--- src/rtl/psram_arbiter.sv ---
// Two-port APB arbiter sharing one PSRAM controller between instruction fetch (port 0) and data (port 1).
// Define PSRAM_ARB_RR_EN for round-robin tie-break; otherwise port 1 wins contention.
module psram_arbiter #(
  parameter int ADDR_WIDTH = 32,
  parameter int DATA_WIDTH = 32
) (
  input  logic                  pclk,
  input  logic                  prst,
  input  logic [ADDR_WIDTH-1:0] s0_paddr,
  input  logic [DATA_WIDTH-1:0] s0_pdata,
  input  logic                  s0_psel,
  input  logic                  s0_penable,
  input  logic                  s0_pwrite,
  input  logic [3:0]            s0_pstb,
  output logic [DATA_WIDTH-1:0] s0_prdata,
  output logic                  s0_pready,
  output logic                  s0_perr,
  input  logic [ADDR_WIDTH-1:0] s1_paddr,
  input  logic [DATA_WIDTH-1:0] s1_pdata,
  input  logic                  s1_psel,
  input  logic                  s1_penable,
  input  logic                  s1_pwrite,
  input  logic [3:0]            s1_pstb,
  output logic [DATA_WIDTH-1:0] s1_prdata,
  output logic                  s1_pready,
  output logic                  s1_perr,
  output logic [ADDR_WIDTH-1:0] m_paddr,
  output logic [DATA_WIDTH-1:0] m_pdata,
  output logic                  m_pwrite,
  output logic [3:0]            m_pstb,
  output logic                  m_psel,
  output logic                  m_penable,
  input  logic [DATA_WIDTH-1:0] m_prdata,
  input  logic                  m_pready,
  input  logic                  m_perr,
  output logic                  busy
);

  typedef enum logic [1:0] {IDLE, SETUP, ACCESS} state_t;

  state_t state_q;
  logic   gnt_q, gnt_d;
  logic   last_q;
  logic   m_psel_q, m_penable_q, busy_q;
  logic   gnt_sel;
  logic   in_access;

  always_comb begin
    gnt_d = gnt_q;
    if (s0_psel && s1_psel) begin
`ifdef PSRAM_ARB_RR_EN
      gnt_d = ~last_q;
`else
      // Data port always wins; last is still tracked but does not steer the grant.
      gnt_d = last_q | 1'b1;
`endif
    end else if (s0_psel) begin
      gnt_d = 1'b0;
    end else if (s1_psel) begin
      gnt_d = 1'b1;
    end
  end

  assign gnt_sel = gnt_q ? s1_psel : s0_psel;

  always_ff @(posedge pclk) begin
    if (prst) begin
      state_q     <= IDLE;
      gnt_q       <= 1'b0;
      last_q      <= 1'b1;
      m_psel_q    <= 1'b0;
      m_penable_q <= 1'b0;
      busy_q      <= 1'b0;
    end else begin
      case (state_q)
        IDLE: begin
          if (s0_psel || s1_psel) begin
            gnt_q       <= gnt_d;
            state_q     <= SETUP;
            m_psel_q    <= 1'b1;
            m_penable_q <= 1'b0;
            busy_q      <= 1'b1;
          end
        end
        SETUP: begin
          state_q     <= ACCESS;
          m_penable_q <= 1'b1;
        end
        ACCESS: begin
          // A requester walking away aborts without crediting it as served.
          if (!gnt_sel) begin
            state_q     <= IDLE;
            m_psel_q    <= 1'b0;
            m_penable_q <= 1'b0;
            busy_q      <= 1'b0;
          end else if (m_pready || m_perr) begin
            state_q     <= IDLE;
            last_q      <= gnt_q;
            m_psel_q    <= 1'b0;
            m_penable_q <= 1'b0;
            busy_q      <= 1'b0;
          end
        end
        default: begin
          state_q     <= IDLE;
          m_psel_q    <= 1'b0;
          m_penable_q <= 1'b0;
          busy_q      <= 1'b0;
        end
      endcase
    end
  end

  assign m_paddr   = gnt_q ? s1_paddr  : s0_paddr;
  assign m_pdata   = gnt_q ? s1_pdata  : s0_pdata;
  assign m_pwrite  = gnt_q ? s1_pwrite : s0_pwrite;
  assign m_pstb    = gnt_q ? s1_pstb   : s0_pstb;
  assign m_psel    = m_psel_q;
  assign m_penable = m_penable_q;
  assign busy      = busy_q;

  assign in_access = (state_q == ACCESS);
  assign s0_pready = in_access && !gnt_q && s0_psel && s0_penable && m_pready;
  assign s0_perr   = in_access && !gnt_q && s0_psel && s0_penable && m_perr;
  assign s1_pready = in_access &&  gnt_q && s1_psel && s1_penable && m_pready;
  assign s1_perr   = in_access &&  gnt_q && s1_psel && s1_penable && m_perr;
  assign s0_prdata = m_prdata;
  assign s1_prdata = m_prdata;

endmodule
--- config.mk ---
export PLATFORM = sky130hd
export DESIGN_NAME = psram_arbiter
export DESIGN_NICKNAME = d
export VERILOG_FILES = /design/src/rtl/psram_arbiter.sv
export SDC_FILE = /design/constraint.sdc
export NUM_CORES = 1
export LEC_CHECK = 0
export BUFFER_PORTS_ARGS = -buffer_cell sky130_fd_sc_hd__buf_4
export CAP_MARGIN = 30
export CORE_AREA = 2 2 122 124
export CTS_BUF_LIST = sky130_fd_sc_hd__clkbuf_16
export CTS_CLUSTER_SIZE = 20
export DETAILED_ROUTE_END_ITERATION = 12
export DIE_AREA = 0 0 124 126
export SKIP_CTS_REPAIR_TIMING = 1
export SYNTH_ARGS = -nofsm -noshare
export SYNTH_HDL_FRONTEND = slang
export SYNTH_SLANG_ARGS = --single-unit
--- constraint.sdc ---
create_clock -name pclk -period 1.19 [get_ports pclk]
set_input_delay 0.0595 -clock pclk [delete_from_list [all_inputs] [get_ports pclk]]
set_output_delay 0.0595 -clock pclk [all_outputs]
set_load 0.005 [all_outputs]
Yosys cells after proc, flatten, opt, wreduce, memory -nomap -nowiden
Index checks and enable logic that the tools add are counted.
W data, S select, Z words.
{"block": "op_classes", "bitwise_logic": 1, "n_mux": 18, "reduce_logical": 19, "n_eq_ne": 4}
{"cell": "$mux W32", "n": 2}
{"cell": "$logic_and A1 B1 Y1", "n": 11}
{"cell": "$mux W1", "n": 9}
{"cell": "$mux W2", "n": 3}
{"cell": "$pmux W1 S3", "n": 2}
{"cell": "$pmux W2 S3", "n": 1}
{"cell": "$reduce_and A3 Y1", "n": 2}
{"cell": "$mux W4", "n": 1}
{"cell": "$ne A3 B2 Y1 const B", "n": 1}
{"cell": "$reduce_bool A3 Y1", "n": 1}
{"cell": "$eq A2 B1 Y1 const B", "n": 1}
{"cell": "$eq A2 B2 Y1 const B", "n": 1}
{"cell": "$logic_not A2 Y1", "n": 1}
{"cell": "$logic_or A1 B1 Y1", "n": 2}
{"cell": "$ne A2 B2 Y1 const B", "n": 1}
{"cell": "$reduce_and A2 Y1", "n": 1}
{"cell": "$logic_not A1 Y1", "n": 1}
{"cell": "$not A1 Y1", "n": 1}
{"block": "totals", "inputBits": 178, "reg_bits": 5, "output_inout_bits": 140}

Longest topological paths before layout
Gate-level depths: netlist (run 1).
{"block": "logic_depth", "word_depth": 5, "depth_mapped": 4, "ltp_nobuf": 3}

Worst setup path before layout (run 1)
No wires, ideal clock.
{"block": "synth_timing", "path_type": "register to output", "from": "reg gnt_q", "to": "out m_paddr[10]", "path_buffers": 2, "arrival_time_ps": 942, "path_stages_with_launch": 4, "required_ps": 1131, "setup_slack_ps": 188, "cell_sequence": "dfxtp_1 buf_6 clkbuf_8 mux2_2"}
{"block": "synth_via", "elab_chain_len": 1}
{"element": "start: declaration", "line": "42", "source": "logic gnt_q, gnt_d;"}
{"element": "start signal: assignment", "line": "78", "source": "gnt_q <= gnt_d;"}
{"element": "$mux W32", "line": "114", "source": "assign m_paddr = gnt_q ? s1_paddr : s0_paddr;"}
{"element": "end: declaration", "line": "27", "source": "output logic [ADDR_WIDTH-1:0] m_paddr,"}
Every way passes these cells.

Worst setup path in the final report (run 1)
{"block": "layout_timing", "from": "reg gnt_q", "to": "out m_paddr[29]"}
Same word-level chain as after synthesis.

==> results of run 1 <==
layout by cell type (no fill, tap or decap):
master,netlist,layout
nand3_1,2,1
nor2b_2,1,1
o211ai_1,1,1
mux2_2,69,17
nor2_1,7,7
o2111ai_2,0,1
o21ai_0,1,1
inv_1,2,2
a21bo_1,1,1
dfxtp_4,0,1
buf_6,1,51
a31oi_1,1,1
buf_8,0,1
dfxtp_1,4,3
clkbuf_16,0,7
nand2b_1,2,2
and2_4,0,1
buf_4,65,173
nand3_2,0,1
buf_12,1,5
mux2_4,0,52
a21oi_1,2,2
nand2_1,1,1
nor2b_4,0,1
synthesized netlist by cell type:
master and n:
a31oi_1 1, o21ai_0 1, mux2_2 69, buf_4 65, and2_2 1, clkbuf_8 6, inv_1 2, a21bo_1 1
nand3_1 2, nand2b_1 2, buf_12 1, nor2b_2 1, dfxtp_1 4, nand2_1 1, o211ai_1 1, buf_6 1
o2111ai_1 1, nor2b_1 1, nor2_1 7, a21oi_1 2
worst max-delay path: stages, from the launching register on:
cell and delay, ns:
dfxtp_4 0.35, buf_12 0.14, clkbuf_16 0.17, mux2_2 0.33, buf_4 0.13
power by group:
part / internal [uW] / total (uW) / switching (uW) / leakage, uW
Combinational: 1140 / 1640 / 492 / 0.00174
Clock: 430 / 535 / 104 / 0.0000370
Sequential: 148 / 162 / 14.0 / 0.0000338
path summary, 6_finish.rpt:
| check | end | slack, ns |
|---|---|---|
| setup / recovery | m_paddr[29] | -0.24 |
| hold / removal | busy$_SDFFE_PP0P_ | 0.02 |
| setup reg to reg | m_penable$_SDFFE_PP0P_ | -0.03 |
| hold reg to reg | m_penable$_SDFFE_PP0P_ | 0.53 |
per-layer routing:
metal | track usage [%] | vias up | routed length (um)
met5 | 0 | - | 0
met4 | 3.305 | 0 | 236
met3 | 1.676 | 26 | 766
met1 | 6.423 | 840 | 2691
met2 | 14.38 | 133 | 4315
li1 | - | 849 | -
stage by stage:
step	TNS [ns]	setup WS (ns)	instance area, um^2
5_1_grt	-15.88	-0.2673	3600
4_1_cts	-14.59	-0.2249	3008
2_1_floorplan	0	0.1881	1589
6_report	-13.36	-0.2375	3600
3_3_place_gp	0	0.03949	2933
3_5_place_dp	0	0.01840	2933
cell type report:
| class | count | area, um^2 |
|---|---|---|
| Multi-Input combinational cell | 91 | 1115 |
| Fill cell | 1550 | 10710 |
| Clock buffer | 3 | 75.07 |
| Timing Repair Buffer | 234 | 2088 |
| Sequential cell | 4 | 83.83 |
| Inverter | 2 | 7.507 |
| Tap cell | 184 | 230.2 |
sequential cells by signal (all words and copies together), names as in the netlist:
signal	flops
busy	1
gnt_q	1
m_penable	1
state_q	1
kinds of logic after synthesis:
family / synth area share (%)
flip-flops: 5.040
AO/OA/AOI/OAI: 2.992
buffers and inverters: 38.35
AND/OR/NAND/NOR: 4.725
multiplexers: 48.90
==> PnR_summary.wiki, run 1 <==
{| class="wikitable"
! Metric !! Value
|-
| Beginning of the worst register-to-register path || gnt_q$_SDFFE_PP0P_
|-
| Post-detailed-route count of antenna-violating nets || 0
|-
| Std-Cell Core Area || 14310 um^2
|-
| Fin worst setup slack || -0.2375 ns
|-
| Hold Fails Final Rpt || 0
|-
| Post-synth top area cell || mux2_2
|-
| I/O pin count || 318
|-
| Signed area change from the synthesized netlist to the final layout || 126.5%
|-
| Reported max-cap violation count || 0
|-
| Power per standard cell area || 647.9 nW/um^2
|-
| Placed cells || 506
|-
| Violations in the final reports || setup timing
|-
| Result of the run || finished with violations
|-
| CTS tree || yes
|-
| Area of the mapped netlist || 1589 um^2
|-
| Source-to-sink clock delay at the later pin of the worst-skew pair || 0.23 ns
|-
| Placer's final routability congestion estimate || 0.8098
|-
| Length in cells of the worst reg-to-reg path || 6
|-
| Number of CTS-inserted buffers || 3
|-
| Nets in the synthesized netlist || 348
|-
| Static leakage || 0.001815 uW
|-
| Remaining Overflow, GRT || 0
|-
| CP startpoint || gnt_q$_SDFFE_PP0P_
|-
| Synth cell types || 20
|-
| Slew at the pin with the worst max-slew slack || 0.2255 ns
|-
| Final Hold Slack || 0.02004 ns
|-
| Detailed Route Iter0 Violations || 25
|-
| Beginning of the worst hold path || prst
|-
| Final cycle utilization of the critical path || 120.0%
|-
| Maximum clock frequency || 700.5 MHz
|-
| Total wire length || 8.010 mm
|-
| Highest fanout seen on the critical path || 8
|-
| Worst setup path category || flop to output port
|-
| Relative slew slack || 84.81%
|-
| Worst voltage drop across the vdd grid || 0.3384 mV
|-
| Total Die Area || 15620 um^2
|-
| Cell types occupying the most area after synthesis || mux2_2 49%, buf_4 31%, clkbuf_8 5.2%
|-
| Wire length of the first global-routing pass || 8.493 mm
|-
| Post-DR wirelength/cell || 15.46 um
|-
| Fraction of layout cells with a size suffix above 1 || 93.41%
|-
| Residual DRC count || 0
|-
| Sequential area share after synthesis || 5.039%
|-
| Flop and latch count out of synthesis || 4
|-
| Layout Cells excl Fill || 518
|-
| Endpoint required time on the critical path || 1.13 ns
|-
| Starting Density || 11.10%
|-
| Root buffer cell || clkbuf_16
|-
| Yosys warnings || 0
|-
| Height of the die || 126 um
|-
| Worst setup SP type || flop
|-
| Initial antenna violation count || 0
|-
| Global-route usage over all layers || 7.116%
|-
| Syn_area_per_cell || 9.347 um^2
|-
| Fin crit period || 1.427 ns
|-
| Clock net sink count || 4
|-
| Data arrival, critical path || 1.37 ns
|-
| Count of antenna diodes in the layout || 0
|-
| Clock Tree Buf Depth || 2
|-
| RSZ-0062 raised after global routing || true
|-
| DP Wirelength || 5.892 mm
|-
| Vias per std cell || 3.568
|-
| Crit. End Element || output port
|-
| Horizontal die dimension || 124 um
|-
| Worst min-delay path class || input pin to flop
|-
| Via count || 1848
|-
| Clock skew || 0.002777 ns
|-
| Number of buffers added on ports || 221
|-
| Fraction of the core area covered by cells at the end of the flow || 25.15%
|-
| Htree depth || 1
|-
| Post-Synthesis Cells || 170
|-
| Number of placement rows || 44
|-
| Final number of max-transition violations || 0
|-
| CTS clock-pin slew for the worst setup and hold paths || 0.03 ns
|-
| Number of endpoints failing setup at the final stage || 74
|-
| Count of nets after finishing || 514
|-
| Overall power of the completed layout || 2332 uW
|-
| Via count of the first global-routing pass || 1742
|-
| Largest net degree at the start of global routing || 31
|-
| Hold-critical path depth || 2
|-
| Detailed Routing Iterations Pass 1 || 4
|-
| Yosys top cell area share || 48.90%
|}
Note: power is estimated with default switching activity, not from simulation.
==> run 2, diff against run 1 <==
--- a/config.mk
+++ b/config.mk
@@ -16,3 +16,4 @@
 export SYNTH_ARGS = -nofsm -noshare
 export SYNTH_HDL_FRONTEND = slang
 export SYNTH_SLANG_ARGS = --single-unit
+export TNS_END_PERCENT = 20
==> PnR_summary.wiki, run 2 (same netlist as run 1, synthesis figures left out) <==
{| class="wikitable"
! Metric !! Value
|-
| Final number of max-transition violations || 0 (unchanged)
|-
| Commonest cells after routing, fill and taps aside || 195 x buf_4, 40 x mux2_2, 29 x mux2_4, 29 x buf_6
|-
| TNS Setup || -13.97 ns (-0.6103 ns)
|-
| Count of nets after finishing || 514 (unchanged)
|-
| Root buffer cell || clkbuf_16
|-
| Clock net sink count || 4 (unchanged)
|-
| DP Wirelength || 5.892 mm (unchanged)
|-
| Reported max-cap violation count || 0 (unchanged)
|-
| Data arrival, critical path || 1.36 ns (about the same)
|-
| Static leakage || 0.001702 uW (-6.2%)
|-
| Worst setup path category || flop to output port
|-
| Global-route usage over all layers || 7.116% (unchanged)
|-
| Number of endpoints failing setup at the final stage || 74 (unchanged)
|-
| Horizontal die dimension || 124 um (unchanged)
|-
| Final cycle utilization of the critical path || 119.3% (-0.68 points)
|-
| Power per standard cell area || 643.4 nW/um^2 (-0.69%)
|-
| Detailed Routing Iterations Pass 1 || 4 (unchanged)
|-
| Wire length of the first global-routing pass || 8.493 mm (unchanged)
|-
| Violations in the final reports || setup timing
|-
| Worst min-delay path class || input pin to flop
|-
| CTS clock-pin slew for the worst setup and hold paths || 0.03 ns (about the same)
|-
| Count of antenna diodes in the layout || 0 (unchanged)
|-
| Vias per std cell || 3.575 (+0.22%)
|-
| Htree depth || 1 (unchanged)
|-
| Most common library cell in the layout ignoring fill and taps || buf_4
|-
| Hold Fails Final Rpt || 0 (unchanged)
|-
| Remaining Overflow, GRT || 0 (unchanged)
|-
| Post-DR wirelength/cell || 15.02 um (-2.9%)
|-
| Worst slack, placed || 0.01840 ns (unchanged)
|-
| Overall power of the completed layout || 2200 uW (-5.7%)
|-
| Placer's final routability congestion estimate || 0.8098 (unchanged)
|-
| Fraction of the core area covered by cells at the end of the flow || 23.89% (-1.3 points)
|-
| Result of the run || finished with violations
|-
| Largest net degree at the start of global routing || 31 (unchanged)
|-
| Starting Density || 11.10% (unchanged)
|-
| Worst voltage drop across the vdd grid || 0.3369 mV (-0.42%)
|-
| CTS tree || yes
|-
| Number of buffers added on ports || 221 (unchanged)
|-
| Total Die Area || 15620 um^2 (unchanged)
|-
| Post-detailed-route count of antenna-violating nets || 0 (unchanged)
|-
| Clock Tree Buf Depth || 2 (unchanged)
|-
| Initial antenna violation count || 0 (unchanged)
|-
| Slew at the pin with the worst max-slew slack || 0.2217 ns (-0.003752 ns)
|-
| Fraction of layout cells with a size suffix above 1 || 93.11% (-0.30 points)
|-
| Std-Cell Core Area || 14310 um^2 (unchanged)
|-
| Via count || 1852 (+0.22%)
|-
| Fin worst setup slack || -0.2294 ns (+0.008059 ns)
|-
| Clock skew || 0.001451 ns (-0.001326 ns)
|-
| Height of the die || 126 um (unchanged)
|-
| Residual DRC count || 0 (unchanged)
|-
| Detailed Route Iter0 Violations || 29 (+16%)
|-
| Highest fanout seen on the critical path || 8 (unchanged)
|-
| RSZ-0062 raised after global routing || true
|-
| Worst setup SP type || flop
|-
| Total wire length || 7.779 mm (-2.9%)
|-
| Maximum clock frequency || 704.5 MHz (+0.57%)
|-
| Crit. End Element || output port
|-
| Via count of the first global-routing pass || 1742 (unchanged)
|-
| Number of placement rows || 44 (unchanged)
|-
| I/O pin count || 318 (unchanged)
|-
| Relative slew slack || 85.06% (+0.25 points)
|-
| Signed area change from the synthesized netlist to the final layout || 115.2%
|-
| Endpoint required time on the critical path || 1.13 ns (about the same)
|-
| Number of CTS-inserted buffers || 3 (unchanged)
|-
| Source-to-sink clock delay at the later pin of the worst-skew pair || 0.23 ns (about the same)
|-
| Fin crit period || 1.419 ns (-0.008059 ns)
|}
[run 2: report_power, final]
group          switching [uW]  total [uW]  internal [uW]
Clock                     100         530            430
Sequential               13.5         161            148
Combinational             458        1510           1050
Total                     572        2200           1630
[run 2: worst paths after layout]
| path | end | slack, ns | cells past startpoint | startpoint |
|---|---|---|---|---|
| max | m_paddr[14] | -0.23 | 4 | gnt_q$_SDFFE_PP0P_ |
| min | busy$_SDFFE_PP0P_ | 0.02 | 2 | prst |
| max reg2reg | m_penable$_SDFFE_PP0P_ | -0.01 | 6 | gnt_q$_SDFFE_PP0P_ |
| min reg2reg | m_penable$_SDFFE_PP0P_ | 0.52 | 2 | state_q[0]$_SDFFE_PP0P_ |
[run 2: layout make-up]
cell class / count / area (um^2)
tap: 184 / 230.2
multi-input combinational: 91 / 1022
timing repair buffer: 234 / 2001
inverter: 2 / 7.507
fill: 1563 / 10890
clock buffer: 3 / 75.07
sequential: 4 / 83.83
[run 2: worst max-delay path: stages, from the launching register on]
cell       delay (ns)
dfxtp_4          0.35
buf_12           0.14
clkbuf_16        0.17
mux2_2           0.33
buf_4            0.14
[run 2: per-layer routing]
metal / wire length, um / GRT usage, % / up-vias
met5: 0 / 0 / -
met4: 236 / 3.305 / 0
met3: 761 / 1.676 / 26
met2: 4177 / 14.38 / 137
met1: 2603 / 6.423 / 838
li1: - / - / 851
[run 2: through the flow]
step,instances,hold slack [ns],area (um^2)
2_1_floorplan,170,0.1286,1589
3_3_place_gp,506,0.1191,2933
3_5_place_dp,506,0.1191,2933
4_1_cts,509,0.01766,3008
5_1_grt,518,0.02236,3420
6_report,518,0.02047,3420
